$ cat config.mk
export PLATFORM = sky130hd
export DESIGN_NAME = unidad_carga_programa
export DESIGN_NICKNAME = d
export VERILOG_FILES = /design/src/rtl/carga_pkg.sv /design/src/rtl/ensamblador_palabra.sv /design/src/rtl/unidad_carga_programa.sv
export SDC_FILE = /design/constraint.sdc
export NUM_CORES = 1
export LEC_CHECK = 0
export CORE_MARGIN = 10
export CORE_UTILIZATION = 45
export DETAILED_ROUTE_END_ITERATION = 8
export DONT_BUFFER_PORTS = 1
export PLACE_DENSITY = 0.63
export SYNTH_ARGS = -nofsm -noshare
export SYNTH_HDL_FRONTEND = slang
export SYNTH_SLANG_ARGS = --single-unit
$ cat constraint.sdc
create_clock -name i_clk -period 4.05 [get_ports i_clk]
set_input_delay 0.81 -clock i_clk [delete_from_list [all_inputs] [get_ports i_clk]]
set_output_delay 0.81 -clock i_clk [all_outputs]
set_load 0.02 [all_outputs]
$ cat src/rtl/carga_pkg.sv
// -----------------------------------------------------------------------------
// carga_pkg
// Shared constants for the program loader: the load command byte, the program
// terminator word, the loader FSM state encoding and the word geometry.
// -----------------------------------------------------------------------------
package carga_pkg;

    // Byte that starts a program load ('L').
    localparam logic [7:0]  CMD_LOAD  = 8'h4C;

    // Instruction word that terminates the program; it is still written.
    localparam logic [31:0] HALT_WORD = 32'hFFFF_FFFF;

    // Word geometry: LEN / NB_BYTE bytes per instruction word.
    localparam int          WORD_LEN       = 32;
    localparam int          BYTE_LEN       = 8;
    localparam int          BYTES_PER_WORD = WORD_LEN / BYTE_LEN;

    // Index of the last byte of a word in the 2-bit byte counter.
    localparam logic [1:0]  LAST_BYTE_IDX  = 2'(BYTES_PER_WORD - 1);

    // Loader FSM states (2-bit encoding).
    localparam logic [1:0]  ST_IDLE     = 2'd0;
    localparam logic [1:0]  ST_LOAD     = 2'd1;
    localparam logic [1:0]  ST_ACK_WAIT = 2'd2;
    localparam logic [1:0]  ST_DONE     = 2'd3;

endpackage

$ cat src/rtl/ensamblador_palabra.sv
// -----------------------------------------------------------------------------
// ensamblador_palabra
// Assembles a stream of bytes into instruction words, MSB first.
//
// Ports:
//   i_clk, i_rst     clock, asynchronous active-low reset
//   i_clear          synchronous clear of the shift register and byte counter
//   i_enable         bytes are only accepted while high
//   i_byte_valid     one-cycle pulse, i_byte valid in that cycle
//   i_byte           incoming byte
//   o_word           last completed word (holds between completions)
//   o_word_ready     one-cycle pulse in the cycle after the last byte arrives
// -----------------------------------------------------------------------------
module ensamblador_palabra
    import carga_pkg::*;
#(
    parameter int LEN     = 32,
    parameter int NB_BYTE = 8
) (
    input  logic               i_clk,
    input  logic               i_rst,
    input  logic               i_clear,
    input  logic               i_enable,
    input  logic               i_byte_valid,
    input  logic [NB_BYTE-1:0] i_byte,
    output logic [LEN-1:0]     o_word,
    output logic               o_word_ready
);

    logic [LEN-1:0] shift_q;
    logic [1:0]     byte_cnt_q;
    logic [LEN-1:0] shift_next;

    assign shift_next = {shift_q[LEN-NB_BYTE-1:0], i_byte};

    always_ff @(posedge i_clk or negedge i_rst) begin
        if (!i_rst) begin
            shift_q      <= '0;
            byte_cnt_q   <= 2'd0;
            o_word       <= '0;
            o_word_ready <= 1'b0;
        end else begin
            o_word_ready <= 1'b0;
            if (i_clear) begin
                shift_q    <= '0;
                byte_cnt_q <= 2'd0;
            end else if (i_enable && i_byte_valid) begin
                shift_q    <= shift_next;
                byte_cnt_q <= byte_cnt_q + 2'd1;   // wraps 3 -> 0
                if (byte_cnt_q == LAST_BYTE_IDX) begin
                    // Latch the full word separately so the write data stays
                    // stable while the next word is being shifted in.
                    o_word       <= shift_next;
                    o_word_ready <= 1'b1;
                end
            end
        end
    end

endmodule

$ cat src/rtl/unidad_carga_programa.sv
// -----------------------------------------------------------------------------
// unidad_carga_programa
// Program loader: receives a byte stream from the UART, packs it into 32-bit
// instruction words, writes them sequentially into instruction memory, keeps
// the CPU disabled until the HALT word (or memory full), acknowledges with the
// written word count over the UART and then enables the CPU.
//
// Ports:
//   i_clk, i_rst            clock, asynchronous active-low reset
//   i_rx_data, i_rx_done    received byte and its one-cycle valid pulse
//   i_tx_done               transmitter finished sending the acknowledge
//   o_tx_data, o_tx_start   acknowledge byte (word count) and one-cycle request
//   o_wr_en/addr/data       instruction memory write port, one cycle per word
//   o_cpu_enable            pipeline enable, high only in DONE
//   o_error                 memory filled before HALT; sticky until next load
//   o_state                 current FSM state (debug visibility)
//
// Handshake: i_rx_done and i_tx_done are single-cycle strobes with no
// backpressure; o_tx_start is a single-cycle request, and only an i_tx_done
// seen after the o_tx_start cycle completes the acknowledge.
// -----------------------------------------------------------------------------
module unidad_carga_programa
    import carga_pkg::*;
#(
    parameter int LEN           = 32,
    parameter int NB_ADDRESS_IM = 8,
    parameter int NB_BYTE       = 8
) (
    input  logic                     i_clk,
    input  logic                     i_rst,
    input  logic [NB_BYTE-1:0]       i_rx_data,
    input  logic                     i_rx_done,
    input  logic                     i_tx_done,
    output logic [NB_BYTE-1:0]       o_tx_data,
    output logic                     o_tx_start,
    output logic                     o_wr_en,
    output logic [NB_ADDRESS_IM-1:0] o_wr_addr,
    output logic [LEN-1:0]           o_wr_data,
    output logic                     o_cpu_enable,
    output logic                     o_error,
    output logic [1:0]               o_state
);

    localparam logic [NB_ADDRESS_IM-1:0] ADDR_MAX = {NB_ADDRESS_IM{1'b1}};

    logic [1:0]               state_q;
    logic [NB_ADDRESS_IM:0]   word_cnt_q;   // one extra bit: a full memory is representable
    logic [NB_ADDRESS_IM:0]   word_cnt_next;
    logic                     load_cmd;
    logic                     start_load;
    logic                     word_ready;
    logic [LEN-1:0]           word;

    assign load_cmd      = i_rx_done && (i_rx_data == CMD_LOAD);
    // CMD_LOAD only acts as a command outside LOAD/ACK_WAIT; inside LOAD it is data.
    assign start_load    = load_cmd && ((state_q == ST_IDLE) || (state_q == ST_DONE));
    assign word_cnt_next = word_cnt_q + 1'b1;

    ensamblador_palabra #(
        .LEN     (LEN),
        .NB_BYTE (NB_BYTE)
    ) u_ensamblador (
        .i_clk        (i_clk),
        .i_rst        (i_rst),
        .i_clear      (start_load),
        .i_enable     (state_q == ST_LOAD),
        .i_byte_valid (i_rx_done),
        .i_byte       (i_rx_data),
        .o_word       (word),
        .o_word_ready (word_ready)
    );

    // The write strobe is the assembler's registered completion pulse, so the
    // memory write lands one cycle after the 4th byte's i_rx_done.
    assign o_wr_en   = word_ready;
    assign o_wr_data = word;
    assign o_state   = state_q;

    always_ff @(posedge i_clk or negedge i_rst) begin
        if (!i_rst) begin
            state_q      <= ST_IDLE;
            o_wr_addr    <= '0;
            word_cnt_q   <= '0;
            o_tx_start   <= 1'b0;
            o_tx_data    <= '0;
            o_cpu_enable <= 1'b0;
            o_error      <= 1'b0;
        end else begin
            o_tx_start <= 1'b0;
            case (state_q)
                ST_IDLE: begin
                    if (start_load) begin
                        state_q    <= ST_LOAD;
                        o_wr_addr  <= '0;
                        word_cnt_q <= '0;
                        o_error    <= 1'b0;
                    end
                end
                ST_LOAD: begin
                    // Decisions are taken in the strobe cycle, against the
                    // address being written right now.
                    if (word_ready) begin
                        word_cnt_q <= word_cnt_next;
                        if (word == HALT_WORD) begin
                            state_q    <= ST_ACK_WAIT;
                            o_tx_start <= 1'b1;
                            o_tx_data  <= NB_BYTE'(word_cnt_next);
                        end else if (o_wr_addr == ADDR_MAX) begin
                            state_q    <= ST_ACK_WAIT;
                            o_error    <= 1'b1;
                            o_tx_start <= 1'b1;
                            o_tx_data  <= NB_BYTE'(word_cnt_next);
                        end else begin
                            o_wr_addr <= o_wr_addr + 1'b1;
                        end
                    end
                end
                ST_ACK_WAIT: begin
                    // A tx_done in the same cycle as tx_start cannot belong to
                    // this acknowledge, so it is ignored.
                    if (i_tx_done && !o_tx_start) begin
                        state_q      <= ST_DONE;
                        o_cpu_enable <= 1'b1;
                    end
                end
                ST_DONE: begin
                    if (start_load) begin
                        state_q      <= ST_LOAD;
                        o_cpu_enable <= 1'b0;
                        o_wr_addr    <= '0;
                        word_cnt_q   <= '0;
                        o_error      <= 1'b0;
                    end
                end
                default: state_q <= ST_IDLE;
            endcase
        end
    end

endmodule

==> impl_metrics.ini <==
[critical_path]
startpoint_type = flip-flop
critical_path.max_stage_delay_ns = 0.61
critPathBufInv = 3
path_delay_family = buffers and inverters
critical_path_peak_fanout = 21
critical_path_start_end_classification = reg2reg
slowest_stage = sky130_fd_sc_hd__nor3b_4
cp_data_arrival_time_ns = 3.19
critPathRequiredTime_ns = 4.28
crit_chain = inv_1 > ha_1 > clkinv_1 > nor2_2 > nor3b_4 > buf_4 > mux2_2
endpoint_kind = flip-flop

[floorplan]
full_die_area_um2 = 12900
core_outline_area_um2 = 8590
starting_density = 0.458
rows = 34
die_height_um = 113
die-width_um = 113
io-pin-count = 66

[global_routing]
first_pass_grt_wire_length_um = 14400
grt_start_max_net_pins = 89
grt_remaining_overflow = 0
vias_in_the_first_global_route = 2649
globalRouteTotalUtil = 0.137
antenna_found_initial = 0

[cells_and_area]
insertedDiodeCount = 0
drive_above_1_share = 0.171
stdcell_area_um2 = 4220
final_util = 0.492
final_nets = 370
area_delta_synth_final_pct = 7.38

[clock_tree]
cts_num_sinks = 88
cts_tree = done
tritoncts.num_buffers = 9
worst_setup_hold_path_clk_slew_ns = 0.08
postCtsSetupRepairBufs = 0
cts.root.buffer_cell = sky130_fd_sc_hd__clkbuf_8
post_cts_resized = 0
clock_insertion_delay_worst_skew_ns = 0.35
cts_stage_hold_buffer_count = 0
cts_max_level = 3
clk_path_buf_depth = 2

[route]
routed-via-count = 2663
drt-total-wl_um = 8720
firstDrtPassIters = 4
wl_per_cell_um = 18.8
drc_violation_total_after_the_first_tritonroute_iteration = 264
ant_nets = 0
viasPerCell = 5.73
drcViolationCount = 0

[sta]
finalWorstPathRequiredPeriod_ns = 2.96
hold-worst-slack_ns = 0.151
timing.fmax_ghz = 0.338
report.final.hold_viol_count = 0
post-route-period-util = 0.730
worst_slew_margin_rel = 0.501
drv_slew = 0
tightest_slew_ns = 0.742
grt_setup_unrepaired = no
setup-tns-final_ns = 0
final.setup_skew_ns = 0.00712
finalSetupViolations = 0

[logic_synthesis]
syn-instance-count = 356
synth_ff_type = sky130_fd_sc_hd__dfrtp_1
mappedNetlistArea_um2 = 3930
yosys_register_bits = 88
yosys.cell_types.count = 43
postSynthNetCount = 374
yosysWarningCount = 0
synth_edf_count = 0
ys_async_sr_fraction = 1.00
synth.avg_cell_area_um2 = 11.0
seq_area_frac_synth = 0.560

[run]
max_cap_viol_count = 0

[placed_design]
place.detailed.hpwl_um = 6010
port_buffers = 0
placedInstanceArea_um2 = 4010
gp_congestion = 0.820

[outcome]
run_status = finished, final reports clean

[power_and_ir_drop]
power_dens_cells_nw_per_um2 = 741
power.static_leakage_nw = 1.93
irDropWorstVdd_v = 0.000305

[worst_hold_path]
holdCritPathClass = in2async
-- power by group --
group	internal, W	switching [W]
logic	0.000372	0.000408
clock network	0.000365	0.000290
registers	0.00118	0.000517
total	0.00192	0.00121
-- per-layer routing --
layer  share of wire  global-route usage  vias to the layer above
li1                -                   -                     1263
met1            0.43               0.169                     1311
met2            0.45               0.201                       74
met3           0.099              0.0651                       15
met4           0.020              0.0550                        0
met5               0                   0                        -
-- worst reg2reg max path: cells and delay by family, from the launching register on --
| kind | cells | cell delay, ns |
|---|---|---|
| buffers and inverters | 3 | 0.75 |
| and+or+nand+nor | 2 | 0.70 |
| DFF | 1 | 0.54 |
| adders and majority gates | 1 | 0.47 |
| muxes | 1 | 0.38 |
-- through the flow --
stage	power, W	instances	setup slack (ns)
detailed placement	0.00250	449	1.09
global route	0.00335	465	0.907
CTS	0.00316	465	1.08
floorplan	0.00227	356	1.67
global placement	0.00247	449	1.19
finish	0.00313	465	1.09
-- logic make-up (layout without fill, tap and decap cells) --
family          Yosys count  count (layout)  share of synthesized area
compound gates           64              64                     0.0996
xor+xnor                  7               7                     0.0156
fa+ha+maj                 6               6                     0.0191
buf+inv                  32              33                     0.0366
flops                    88              88                      0.560
mux                      42              42                      0.122
simple gates            117             117                      0.148
-- final cells by class --
| class | count | area, µm² |
|---|---|---|
| sequential | 88 | 2200 |
| clock inverter | 3 | 65.1 |
| timing repair buffer | 4 | 30.0 |
| tap | 108 | 135 |
| inverter | 13 | 48.8 |
| fill | 793 | 4370 |
| multi-input combinational | 236 | 1590 |
| clock buffer | 13 | 149 |
-- sequential cells by signal (all words and copies together) (netlist names) --
register / cells
o_cpu_enable: 1
o_error: 1
o_state: 2
o_tx_data: 8
o_tx_start: 1
o_wr_addr: 8
u_ensamblador.byte_cnt_q: 2
u_ensamblador.o_word: 32
u_ensamblador.o_word_ready: 1
u_ensamblador.shift_q: 24
word_cnt_q: 8
-- path summary, 6_finish.rpt --
path	cells after the start	end	from	slack (ns)
worst max-delay path	7	u_ensamblador.o_word[3]	o_state[0]	1.09
worst min-delay path	0	o_tx_data[3]	i_rst	0.15
worst max register to register	7	u_ensamblador.o_word[3]	o_state[0]	1.09
worst min register to register	2	word_cnt_q[7]	word_cnt_q[7]	0.51
max in group asynchronous	0	u_ensamblador.shift_q[1]	i_rst	3.72
min in group i_clk	2	word_cnt_q[7]	word_cnt_q[7]	0.51
-- layout by cell type, fill, tap and decap left out, types with 2 or more instances in the layout --
master                      netlist  routed
sky130_fd_sc_hd__dfrtp_1         88      88
sky130_fd_sc_hd__nand2_1         38      38
sky130_fd_sc_hd__mux2_2          38      38
sky130_fd_sc_hd__nand3_1         35      35
sky130_fd_sc_hd__a21oi_1         24      24
sky130_fd_sc_hd__o21ai_0         14      14
sky130_fd_sc_hd__nor2_1          13      13
sky130_fd_sc_hd__inv_1           12      12
sky130_fd_sc_hd__nand4_1         11      11
sky130_fd_sc_hd__clkbuf_8         0      10
sky130_fd_sc_hd__xor2_1           7       7
sky130_fd_sc_hd__and3_1           6       6
sky130_fd_sc_hd__ha_1             6       6
sky130_fd_sc_hd__o22ai_1          5       5
sky130_fd_sc_hd__a221oi_1         4       4
sky130_fd_sc_hd__buf_4            4       4
sky130_fd_sc_hd__a211oi_1         3       3
sky130_fd_sc_hd__clkbuf_1        12       3
sky130_fd_sc_hd__nor4_1           2       2
sky130_fd_sc_hd__a21o_1           2       2
sky130_fd_sc_hd__nor3_1           2       2
sky130_fd_sc_hd__mux2i_1          2       2
sky130_fd_sc_hd__nor2b_1          2       2
sky130_fd_sc_hd__a211o_1          2       2
sky130_fd_sc_hd__mux2_4           2       2
sky130_fd_sc_hd__o211ai_1         2       2
sky130_fd_sc_hd__a21boi_0         2       2
sky130_fd_sc_hd__a22o_1           2       2
sky130_fd_sc_hd__bufinv_16        0       2
-- synthesized netlist by cell type, types with 2 or more instances --
cell type / count / area share
sky130_fd_sc_hd__a211o_1: 2 / 0.0045
sky130_fd_sc_hd__a211oi_1: 3 / 0.0057
sky130_fd_sc_hd__a21boi_0: 2 / 0.0038
sky130_fd_sc_hd__a21o_1: 2 / 0.0038
sky130_fd_sc_hd__a21oi_1: 24 / 0.031
sky130_fd_sc_hd__a221oi_1: 4 / 0.0089
sky130_fd_sc_hd__a22o_1: 2 / 0.0045
sky130_fd_sc_hd__and3_1: 6 / 0.0095
sky130_fd_sc_hd__buf_4: 4 / 0.0076
sky130_fd_sc_hd__clkbuf_1: 12 / 0.011
sky130_fd_sc_hd__dfrtp_1: 88 / 0.56
sky130_fd_sc_hd__ha_1: 6 / 0.019
sky130_fd_sc_hd__inv_1: 12 / 0.011
sky130_fd_sc_hd__mux2_2: 38 / 0.11
sky130_fd_sc_hd__mux2_4: 2 / 0.0076
sky130_fd_sc_hd__mux2i_1: 2 / 0.0051
sky130_fd_sc_hd__nand2_1: 38 / 0.036
sky130_fd_sc_hd__nand3_1: 35 / 0.045
sky130_fd_sc_hd__nand4_1: 11 / 0.017
sky130_fd_sc_hd__nor2_1: 13 / 0.012
sky130_fd_sc_hd__nor2b_1: 2 / 0.0032
sky130_fd_sc_hd__nor3_1: 2 / 0.0025
sky130_fd_sc_hd__nor4_1: 2 / 0.0032
sky130_fd_sc_hd__o211ai_1: 2 / 0.0038
sky130_fd_sc_hd__o21ai_0: 14 / 0.018
sky130_fd_sc_hd__o22ai_1: 5 / 0.0080
sky130_fd_sc_hd__xor2_1: 7 / 0.016
(Power assumes the default switching activity.)
==> patch 1 (same flow settings) <==
`NB_BYTE` is set to 8 in 2 places; all go to 16.
--- a/src/rtl/ensamblador_palabra.sv
+++ b/src/rtl/ensamblador_palabra.sv
@@ -17,3 +17,3 @@
     parameter int LEN     = 32,
-    parameter int NB_BYTE = 8
+    parameter int NB_BYTE = 16
 ) (
--- a/src/rtl/unidad_carga_programa.sv
+++ b/src/rtl/unidad_carga_programa.sv
@@ -26,3 +26,3 @@
     parameter int NB_ADDRESS_IM = 8,
-    parameter int NB_BYTE       = 8
+    parameter int NB_BYTE       = 16
 ) (
Interface: changed (resized i_rx_data and o_tx_data); port bits go from 66 to 82. No check against the original RTL was run, so the function may have changed too.
==> patch 1 against the original RTL <==
- first-iteration DRC count shrank 58%
- worst setup slack improved by 0.21 ns
- combinational power down 13%
- power decreased by 9.1%
- cell area is 6.1% lower
- area after synthesis fell by 5.1%
- global-route usage grew 0.23 points
- via count fell by 7.0%
- routed wire length shrank 1.6%
- sequential cell count down 6
- critical endpoint is now o_wr_addr[1]
==> patch 1: results (changes against the original RTL) <==
[status]
status=finished, final reports clean  ; unchanged

[synth]
synthArstFlopShare=1.00  ; unchanged
yosysWarningCount=0  ; unchanged
avgSynthCellArea_sq_um=11.3  ; was 11.0 sq um
synth_seq_cells=82  ; was 88
ys_types=45  ; was 43
synth_seq_area_share=0.550  ; was 0.560
synth_area_leaders=dfrtp_1 55%, mux2_2 9.7%, nand2_1 3.2%  ; was dfrtp_1 56%, mux2_2 11%, nand3_1 4.5%

[setup_path]
cp_top_family=compound AO/OA/AOI/OAI gates  ; was buffers and inverters
slowest_delay_ns=0.71  ; was 0.61 ns
cp_max_fo=23  ; was 21
crit_path_top_delay_cell=ha_1  ; was nor3b_4
r2r_cells=6  ; was 7
arrival_ns=2.99  ; was 3.19 ns

[routing]
first_iter_violations=112  ; was 264
wl_microns=8580  ; was 8720 microns
routedWlPerCell_microns=19.5  ; was 18.8 microns
routed-via-count=2477  ; was 2663

[place]
preCtsSetupSlack_ns=1.33  ; was 1.09 ns
place_hpwl_microns=6070  ; was 6010 microns
placed_area_sq_um=3790  ; was 4010 sq um
dpl.cell_count=423  ; was 449
gp_congestion=0.757  ; was 0.820

[final_layout]
multi_input_area_sq_um=1550  ; was 1590 sq um
nNonClkInverters=9  ; was 13
clkbuf_count=10  ; was 13
clkCellAreaFrac=0.0451  ; was 0.0507
nets=355  ; was 370
seq_area_sq_um=2050  ; was 2200 sq um
nNonClkBuffers=3  ; was 4
fillers=745  ; was 793
area.growth.synth_to_final_pct=6.30  ; was 7.38%
top_regs=u_ensamblador.o_word x32, u_ensamblador.shift_q x16  ; was u_ensamblador.o_word x32, u_ensamblador.shift_q x24
num-multi-input-gates=224  ; was 236
antenna_cells=0  ; unchanged

[global_route]
grt_pass1_wl_microns=14000  ; was 14400 microns
grt_max_degree=83  ; was 89
grt_usage=0.139  ; was 0.137

[timing]
slew_headroom=0.441  ; was 0.501
skew_ns=0.0129  ; was 0.00712 ns

[power]
p_comb_uw=681  ; was 780 uW
vdd_drop_max_v=0.000304  ; was 0.000305 V
powerClk_uw=546  ; was 655 uW
power_frac_comb=0.239  ; was 0.249
power.internal_mw=1.66  ; was 1.92 mW
leakage_nw=1.82  ; was 1.93 nW

[floorplanning]
die_w_microns=111  ; was 113 microns

[clock_network]
numCtsBuffers=9  ; unchanged
clk_pin_slew_ns=0.10  ; was 0.08 ns

patch 1: logic make-up after synthesis:
logic type	synth area share
multiplexers	0.129
buffers and inverters	0.0429
other	0.00100
AO/OA/AOI/OAI	0.101
AND/OR/NAND/NOR	0.138
XOR/XNOR	0.0188
adder cells (fa/ha/maj)	0.0201
flip-flops	0.550
patch 1: worst paths after layout:
kind	startpoint	end	slack, ns
setup reg to reg	o_state[1]	o_wr_addr[1]	1.30
hold reg to reg	u_ensamblador.shift_q[13]	u_ensamblador.o_word[29]	0.49
setup / recovery	o_state[1]	o_wr_addr[1]	1.30
max in group asynchronous	i_rst	o_wr_addr[2]	3.77
min in group i_clk	u_ensamblador.shift_q[13]	u_ensamblador.o_word[29]	0.49
hold / removal	i_rst	u_ensamblador.o_word[26]	0.14
patch 1: metal layers:
metal,track usage,up-vias,part of all wire
li1,-,1161,-
met1,0.172,1235,0.42
met2,0.214,74,0.48
met3,0.0590,7,0.097
met4,0.0463,0,0.0066
met5,0,-,0
==> patch 2 (same settings) <==
Without the edit above. Register the inputs `i_rx_data`, `i_rx_done` and `i_tx_done` before use, without a reset. The logic sees them one clock later. Comments in the files are not updated.
--- a/src/rtl/unidad_carga_programa.sv
+++ b/src/rtl/unidad_carga_programa.sv
@@ -45,2 +45,12 @@
 
+    logic [NB_BYTE-1:0] i_rx_data_q;
+    logic i_rx_done_q;
+    logic i_tx_done_q;
+
+    always_ff @(posedge i_clk) begin
+        i_rx_data_q <= i_rx_data;
+        i_rx_done_q <= i_rx_done;
+        i_tx_done_q <= i_tx_done;
+    end
+
     logic [1:0]               state_q;
@@ -53,3 +63,3 @@
 
-    assign load_cmd      = i_rx_done && (i_rx_data == CMD_LOAD);
+    assign load_cmd      = i_rx_done_q && (i_rx_data_q == CMD_LOAD);
     // CMD_LOAD only acts as a command outside LOAD/ACK_WAIT; inside LOAD it is data.
@@ -66,4 +76,4 @@
         .i_enable     (state_q == ST_LOAD),
-        .i_byte_valid (i_rx_done),
-        .i_byte       (i_rx_data),
+        .i_byte_valid (i_rx_done_q),
+        .i_byte       (i_rx_data_q),
         .o_word       (word),
@@ -120,3 +130,3 @@
                     // this acknowledge, so it is ignored.
-                    if (i_tx_done && !o_tx_start) begin
+                    if (i_tx_done_q && !o_tx_start) begin
                         state_q      <= ST_DONE;
Formal check against the unedited RTL: not equivalent (a bounded check fails within 4 cycles, from zero or initial values and one cycle with i_rst low).
==> patch 2 against the original RTL <==
- clock skew is 0.0083 ns higher
- synthesized cell count is 3.4% higher
- cell area rose by 4.6%
- die area up 4.7%
- hold slack worse by 0.018 ns
- area after synthesis up 5.7%
- sequential cell count up 10
- global-route usage is 0.29 points higher
- routed wire length grew 4.4%
- worst setup slack worse by 0.072 ns
- power rose by 2.2%
- critical path type unchanged
- highest routed layer unchanged
==> patch 2: results (changes against the original RTL) <==
[synth]
syn_nets=386  ; was 374
synthMuxAreaShare=0.115  ; was 0.122
avgSynthCellArea_sq_um=11.3  ; was 11.0 sq um
synth_compound_area_frac=0.0960  ; was 0.0996
synth_xor_area_frac=0.0148  ; was 0.0156
synth_area_leaders=dfrtp_1 53%, mux2_2 11%, dfxtp_1 4.8%  ; was dfrtp_1 56%, mux2_2 11%, nand3_1 4.5%
synth-adder-area-share=0.0181  ; was 0.0191
synth_seq_area_share=0.578  ; was 0.560
synth_common_cells=88 x dfrtp_1, 39 x mux2_2, 39 x nand2_1  ; was 88 x dfrtp_1, 38 x mux2_2, 38 x nand2_1
ys_types=46  ; was 43

[power]
leakage_nw=2.01  ; was 1.93 nW
p_sw_frac=0.399  ; was 0.388
vdd_drop_max_v=0.000253  ; was 0.000305 V

[final_layout]
seq_area_sq_um=2400  ; was 2200 sq um
final-instance-count-excl-fill=481  ; was 465
num-multi-input-gates=239  ; was 236
clkCellAreaFrac=0.0422  ; was 0.0507
fillers=814  ; was 793
multi_input_area_share=0.364  ; was 0.377
clkbuf_count=12  ; was 13
nets=383  ; was 370
bufAreaShareNonClock=0.00849  ; was 0.00711
drive_gt1_frac=0.176  ; was 0.171
nNonClkBuffers=5  ; was 4

[setup_path]
ff2ff_setup_slack_ns=1.02  ; was 1.09 ns
crit_path_end=u_ensamblador.o_word[10]  ; was u_ensamblador.o_word[3]
arrival_ns=3.27  ; was 3.19 ns
slowest_delay_ns=0.73  ; was 0.61 ns
cp_top_family=simple AND/OR/NAND/NOR gates  ; was buffers and inverters
cp_max_fo=17  ; was 21

[timing]
fin_worst_hold_slack_ns=0.133  ; was 0.151 ns
skew_ns=0.0154  ; was 0.00712 ns
worst-slew-pin-transition_ns=0.946  ; was 0.742 ns

[place]
dpl.cell_count=465  ; was 449
place_hpwl_microns=6110  ; was 6010 microns
gp_congestion=0.810  ; was 0.820

[global_route]
grt_pass1_wl_microns=15000  ; was 14400 microns
grt_usage=0.140  ; was 0.137
grt_pass1_vias=2712  ; was 2649

[routing]
first_iter_violations=227  ; was 264
wl_microns=9100  ; was 8720 microns

[clock_network]
cts_buffer_depth=2  ; unchanged
cts.sinks=98  ; was 88
numCtsBuffers=9  ; unchanged

[status]
status=finished, final reports clean  ; unchanged

[patch 2: cell count changes after synthesis, moves of 2 or more]
cell | before | now
and3_1 | 6 | 4
buf_4 | 4 | 1
dfxtp_1 | 0 | 10
buf_6 | 1 | 4
[patch 2: layer usage]
metal	track usage	up-vias	part of all wire	wire [microns]
met5	0	-	0	0
met4	0.0425	0	0.0098	89
met3	0.0467	11	0.064	581
met2	0.210	57	0.47	4310
met1	0.187	1358	0.45	4120
li1	-	1307	-	-
[patch 2: per-stage QoR]
step                instance area (sq um)  setup WS, ns
floorplan                            4160          1.80
global placement                     4230          1.13
detailed placement                   4230          1.01
CTS                                  4420          1.01
global route                         4420         0.820
finish                               4420          1.02
[patch 2: power by group through the flow]
stage | registers, mW | logic, mW | clock network, mW
floorplan | 1.72 | 0.682 | 0
global placement | 1.83 | 0.766 | 0
detailed placement | 1.84 | 0.787 | 0
CTS | 1.82 | 0.789 | 0.617
global route | 1.87 | 0.889 | 0.661
finish | 1.81 | 0.784 | 0.601
